[src/rtl/cu_multicycle_seq.sv]
// cu_multicycle_seq: multi-cycle control sequencer (FETCH/EXEC/MEM/TRAP) driving the datapath control word.
// Ports: clock, reset (sync, high) | IR, status {N,Z,C,V}, mem_ready | controlWord, k_mux, state, trap, trap_cause.
module cu_multicycle_seq #(
  parameter int unsigned WAIT_MAX        = 15,
  parameter bit          TRAP_ON_ILLEGAL = 1'b1,
  parameter int unsigned CW_W            = 36
) (
  input  logic            clock,
  input  logic            reset,
  input  logic [31:0]     IR,
  input  logic [3:0]      status,
  input  logic            mem_ready,
  output logic [CW_W-1:0] controlWord,
  output logic [2:0]      k_mux,
  output logic [2:0]      state,
  output logic            trap,
  output logic [1:0]      trap_cause
);

  typedef enum logic [2:0] {
    S_FETCH = 3'd0,
    S_EXEC  = 3'd1,
    S_MEM   = 3'd2,
    S_TRAP  = 3'd3
  } state_e;

  typedef struct packed {
    logic [4:0] fs;
    logic [4:0] sa;
    logic [4:0] sb;
    logic [4:0] da;
    logic       w_reg;
    logic       c0;
    logic [1:0] mem_cs;
    logic       b_sel;
    logic       mem_write_en;
    logic       ir_load;
    logic       status_load;
    logic [1:0] size;
    logic       add_tri_sel;
    logic [1:0] data_tri_sel;
    logic       pc_sel;
    logic [1:0] pc_fs;
  } cw_t;

  localparam logic [7:0] WMAX  = 8'(WAIT_MAX);
  localparam logic [2:0] C_ALU = 3'd0;
  localparam logic [2:0] C_LD  = 3'd1;
  localparam logic [2:0] C_ST  = 3'd2;
  localparam logic [2:0] C_B   = 3'd3;
  localparam logic [2:0] C_CB  = 3'd4;

  state_e     state_q, state_d;
  logic [7:0] wait_q, wait_d;
  logic [1:0] cause_q, cause_d;
  cw_t        cw;
  logic [2:0] kmux;
  logic       taken;
  logic [2:0] cls;
  logic       n_f, z_f, c_f, v_f;
  logic       unused_ir;

  assign cls = IR[2:0];
  assign {n_f, z_f, c_f, v_f} = status;
  assign unused_ir = ^{IR[21], IR[18:16], IR[7:4]};

  always_comb begin
    taken = 1'b0;
    unique case (IR[25:22])
      4'd0:    taken = z_f;
      4'd1:    taken = !z_f;
      4'd2:    taken = c_f;
      4'd3:    taken = !c_f;
      4'd4:    taken = n_f;
      4'd5:    taken = !n_f;
      4'd6:    taken = v_f;
      4'd7:    taken = !v_f;
      4'd8:    taken = 1'b1;
      default: taken = 1'b0;
    endcase
  end

  always_comb begin
    state_d = state_q;
    wait_d  = wait_q;
    cause_d = cause_q;
    cw      = '0;
    kmux    = 3'b000;
    unique case (state_q)
      S_FETCH: begin
        cw.mem_cs      = 2'b10;
        cw.add_tri_sel = 1'b1;
        if (mem_ready) begin
          cw.ir_load = 1'b1;
          cw.pc_fs   = 2'b01;
          wait_d     = '0;
          state_d    = S_EXEC;
        end else if (wait_q == WMAX) begin
          cause_d = 2'b10;
          state_d = S_TRAP;
        end else begin
          wait_d = wait_q + 8'd1;
        end
      end
      S_EXEC: begin
        state_d = S_FETCH;
        unique case (1'b1)
          (cls == C_ALU): begin
            unique case ({IR[10:9], IR[3]})
              3'b000, 3'b001: cw.fs = 5'b01000;
              3'b010, 3'b011: cw.fs = 5'b01001;
              3'b100, 3'b101: cw.fs = 5'b00000;
              3'b110:         cw.fs = 5'b00100;
              default:        cw.fs = 5'b01100;
            endcase
            cw.w_reg       = 1'b1;
            cw.c0          = IR[9];
            cw.status_load = (IR[8] & IR[3]) | (IR[9] & IR[8]);
          end
          (cls == C_LD), (cls == C_ST): begin
            cw.fs    = 5'b01000;
            cw.b_sel = 1'b1;
            cw.size  = IR[20:19];
            kmux     = 3'b001;
            state_d  = S_MEM;
          end
          (cls == C_B), (cls == C_CB && taken): begin
            cw.pc_sel = 1'b1;
            cw.pc_fs  = 2'b10;
            kmux      = 3'b010;
          end
          (cls == C_CB && !taken): begin
            cw.pc_fs = 2'b00;
          end
          default: begin
            if (TRAP_ON_ILLEGAL) begin
              cause_d = 2'b01;
              state_d = S_TRAP;
            end
          end
        endcase
        // register fields only mean something for a decodable class
        if (cls <= C_CB) begin
          cw.sa = IR[26:22];
          cw.sb = IR[15:11];
          cw.da = IR[31:27];
        end
      end
      S_MEM: begin
        cw.sa           = IR[26:22];
        cw.sb           = IR[15:11];
        cw.da           = IR[31:27];
        cw.mem_cs       = 2'b11;
        cw.size         = IR[20:19];
        cw.mem_write_en = (cls == C_ST);
        if (mem_ready) begin
          if (cls == C_LD) begin
            cw.w_reg        = 1'b1;
            cw.data_tri_sel = 2'b01;
          end
          wait_d  = '0;
          state_d = S_FETCH;
        end else if (wait_q == WMAX) begin
          cause_d = 2'b11;
          state_d = S_TRAP;
        end else begin
          wait_d = wait_q + 8'd1;
        end
      end
      S_TRAP: begin
        state_d = S_TRAP;
      end
      default: begin
        state_d = S_FETCH;
      end
    endcase
    // outputs are forced quiet while reset is held
    if (reset) begin
      cw   = '0;
      kmux = 3'b000;
    end
  end

  always_ff @(posedge clock) begin
    if (reset) begin
      state_q <= S_FETCH;
      wait_q  <= '0;
      cause_q <= 2'b00;
    end else begin
      state_q <= state_d;
      wait_q  <= wait_d;
      cause_q <= cause_d;
    end
  end

  assign controlWord = cw;
  assign k_mux       = kmux;
  assign state       = state_q;
  assign trap        = (state_q == S_TRAP);
  assign trap_cause  = cause_q;

endmodule
[config.mk]
export PLATFORM = sky130hd
export DESIGN_NAME = cu_multicycle_seq
export DESIGN_NICKNAME = d
export VERILOG_FILES = /design/src/rtl/cu_multicycle_seq.sv
export SDC_FILE = /design/constraint.sdc
export NUM_CORES = 1
export LEC_CHECK = 0
export BUFFER_PORTS_ARGS = -buffer_cell sky130_fd_sc_hd__buf_4
export CORE_MARGIN = 5
export CORE_UTILIZATION = 43
export CTS_BUF_LIST = sky130_fd_sc_hd__clkbuf_16
export CTS_CLUSTER_SIZE = 8
export DETAILED_ROUTE_END_ITERATION = 8
export PLACE_DENSITY = 0.93
export SLEW_MARGIN = 15
export SYNTH_ARGS = -nofsm -noshare
export SYNTH_HDL_FRONTEND = slang
export SYNTH_SLANG_ARGS = --single-unit
[constraint.sdc]
create_clock -name clock -period 3.23 [get_ports clock]
set_input_delay 0.4845 -clock clock [delete_from_list [all_inputs] [get_ports clock]]
set_output_delay 0.4845 -clock clock [all_outputs]
set_load 0.005 [all_outputs]
==> key figures <==
Run status
  • Outcome: finished clean

Die
  • Floorplan die area: 3640 sq um
  • Chip height: just over 60 um
  • IO Count: 84
  • Area of the core: 2450 sq um
  • Die Span X: 60.3 um
  • Starting Density: between 40 and 50%
  • Rows: 18

Timing
  • Time the final worst path needs with I/O delays and setup: 2.56 ns
  • Smallest setup slack after layout: between 0.6 and 0.7 ns
  • Unrepaired setup endpoints after global routing: no
  • Worst rel slew slack: 57.0%
  • FMAX: 390 MHz
  • Worst clock skew: 0.000641 ns
  • Setup Viol. Count Final: 0
  • Accumulated negative setup slack: 0 ns
  • Final-report hold violation count: 0
  • Slew at the pin closest to its max-slew limit: roughly 0.64 ns
  • Number of max-slew violations in the final report: 0
  • Part of the cycle the worst path needs: 79.3%

Placed design
  • Quantity of I/O buffers inserted on ports: 71
  • Detail Placement HPWL: 2410 um
  • Global placer's final weighted congestion: 0.760
  • Dpl ws: 0.806 ns

Global route
  • GR Util met2: 29.0%
  • Global routing usage on met1: approximately a fifth
  • Met3 Use GR: 6.91%
  • Overflow left after global routing: 0
  • Most congested layer reported by global routing: met2
  • Maximum number of pins on one net before global-route repair: 16
  • First-pass GRT wire length: approximately 4800 um
  • Gr usage total: 16.9%
  • Number of antenna violations at the first check in global routing: 0
  • Number of global-route vias before repair: roughly 1.2k

Final layout
  • Synthesis-to-layout area growth: 55.2%
  • Layout cell share with drive strength beyond 1: around 40%
  • Leading cell types in the layout, fill and taps excluded: sky130_fd_sc_hd__buf_4, sky130_fd_sc_hd__and2_1, sky130_fd_sc_hd__nor2_1, sky130_fd_sc_hd__dfxtp_1, sky130_fd_sc_hd__a21oi_1
  • Diode insertion count for antenna repair: 0
  • Final nets: 254
  • Most common cell after layout, fill and taps aside: sky130_fd_sc_hd__buf_4
  • Area occupied by multi-input gates: roughly 760 sq um
  • Sequential cell area: 260 sq um
  • Number of inserted filler cells in the final layout: 191

CTS
  • Total CTS buffers: 3
  • Setup Fix Bufs, Post-CTS: 0
  • Cell at the root of the clock tree: sky130_fd_sc_hd__clkbuf_16
  • Total clock sinks: 13
  • CTS H-tree depth: 1
  • Post-CTS Resized: 0
  • CTS tree: done
  • Number of hold buffers added after CTS: 0
  • Insertion delay of the later-clocked pin in the worst-skew pair: 0.24 ns
  • Clock buffer depth: 2
  • Reg clk slew, reported paths: roughly 0.040 ns

Route
  • Aggregate routed wire length: ~3000 um
  • Per-cell routed wire length: roughly 12 um
  • Via count: ~1.3k
  • Via-to-Cell Ratio: 5.21
  • First drt pass iteration count: 4
  • Initial DRC Count: 42
  • Antenna Violating Nets Remaining: 0
  • DR DRC count: 0

Critical path
  • Endpoint arrival time on the critical path: about 2.1 ns
  • Critical path start-end classification: reg2out
  • Required time reported for the critical path endpoint: around 2.8 ns
  • List of cells traversed by the critical path: nor2b_1 > buf_4 > a21oi_1 > nor2_1 > and2_1 > buf_4
  • Critical path endpoint category: primary output
  • Kind of launch point of the worst setup path: register
  • Most frequent cell on the critical path: sky130_fd_sc_hd__buf_4
  • Cell with the largest stage delay on the worst path: sky130_fd_sc_hd__dfxtp_1
  • Peak per-stage delay on the critical path: 0.60 ns
  • Max Fanout on Critical Path: 15

Flow run
  • Number of violations of the max-capacitance limit: 0

Min path
  • Worst min-delay path category: reg2reg

Yosys
  • Count of synthesis-stage warnings from yosys: 0
  • Average cell area after synthesis: approximately 7.6 sq um
  • Most used flip-flop cell after synthesis: sky130_fd_sc_hd__dfxtp_1
  • Yosys reg bits: 13
  • Gate count of the mapped netlist: 143
  • Sequential cell area fraction in the yosys report: 23.9%
  • Share of synthesized registers carrying an async set or reset: 0%
  • Synthesized area: about 1100 sq um
  • EDFF count, synth: 0
  • Distinct cell type count after synthesis: 45

Power and ir drop
  • Static leakage power: 0.887 nW
  • Power per cell area: between 200 and 300 nW/um^2
  • Worst IR drop on VDD: 0.000543 V
## cell usage after synthesis (2+ instances only)
cell	instances	area, sq um
sky130_fd_sc_hd__and2_1	17	106
sky130_fd_sc_hd__nor2_1	14	52.6
sky130_fd_sc_hd__dfxtp_1	13	260
sky130_fd_sc_hd__a21oi_1	9	45.0
sky130_fd_sc_hd__nand2_1	7	26.3
sky130_fd_sc_hd__nor3_1	7	35.0
sky130_fd_sc_hd__o21ai_0	7	35.0
sky130_fd_sc_hd__xor2_1	5	43.8
sky130_fd_sc_hd__and3_1	4	25.0
sky130_fd_sc_hd__buf_4	4	30.0
sky130_fd_sc_hd__nor4_1	4	25.0
sky130_fd_sc_hd__o211a_1	4	40.0
sky130_fd_sc_hd__inv_1	3	11.3
sky130_fd_sc_hd__mux2i_1	3	30.0
sky130_fd_sc_hd__nand4_1	3	18.8
sky130_fd_sc_hd__a211oi_1	2	15.0
sky130_fd_sc_hd__a21o_1	2	15.0
sky130_fd_sc_hd__a311oi_1	2	17.5
sky130_fd_sc_hd__a31oi_1	2	12.5
sky130_fd_sc_hd__buf_2	2	10.0
sky130_fd_sc_hd__buf_6	2	22.5
sky130_fd_sc_hd__nand2b_1	2	12.5
sky130_fd_sc_hd__nand3_1	2	10.0
sky130_fd_sc_hd__nor2b_1	2	12.5
## sequential cells by signal (all words and copies together) (netlist names)
name,count
state,3
trap_cause,2
wait_q,8
## metrics by stage
step	cells	instance area [sq um]	total power [mW]	hold slack [ns]	utilization [%]
after floorplan	147	1100	0.214	0.438	-
after global placement	239	1610	0.256	0.456	65.6
after detailed placement	239	1610	0.258	0.459	65.6
after CTS	243	1690	0.488	0.465	68.8
after global routing	243	1690	0.507	0.485	68.8
final	243	1690	0.484	0.465	68.8
## worst max-delay path, delay by kind of cell, from the launching register on
kind | cells | cell delay, ns
AO/OA/AOI/OAI | 1 | 0.06
flip-flops | 1 | 0.60
AND/OR/NAND/NOR | 3 | 0.91
buffers and inverters | 2 | 0.26
## kinds of logic (layout without fill, tap and decap cells)
group / Yosys count / count (layout) / synth area share [%]
compound gates: 32 / 32 / 19.8
xor+xnor: 6 / 6 / 4.83
fa+ha+maj: 1 / 1 / 1.15
buf+inv: 13 / 79 / 7.59
flops: 13 / 13 / 23.9
mux: 3 / 3 / 2.76
other cells: 1 / 5 / 0.344
simple gates: 74 / 74 / 39.7
## layout make-up
type,count,area share [%]
clock buffers,3,4.44
clock inverters,1,0.222
inverters,3,0.667
multi-input cells,121,45.0
flip-flops and latches,13,15.4
well taps,30,2.22
repair buffers,72,32.0
## power breakdown
group          leakage (nW)  internal (mW)  switching, mW
logic                 0.740         0.0468         0.0382
registers             0.105          0.164        0.00580
clock network        0.0423          0.163         0.0662
total                 0.887          0.374          0.110
## path summary, 6_finish.rpt
check | startpoint | to | slack (ns) | cells after the start
max reg2reg | state[0] | wait_q[1] | 1.63 | 4
max | state[0] | controlWord[20] | 0.67 | 6
min reg2reg | wait_q[1] | wait_q[1] | 0.46 | 2
min | wait_q[1] | wait_q[1] | 0.46 | 2
## routing by layer
metal  wire (um)  up-vias
met5           0        -
met4          10        0
met3         336        2
met2        1460       59
met1        1200      562
li1            -      643
No activity file was read; power rests on OpenSTA's default activity.
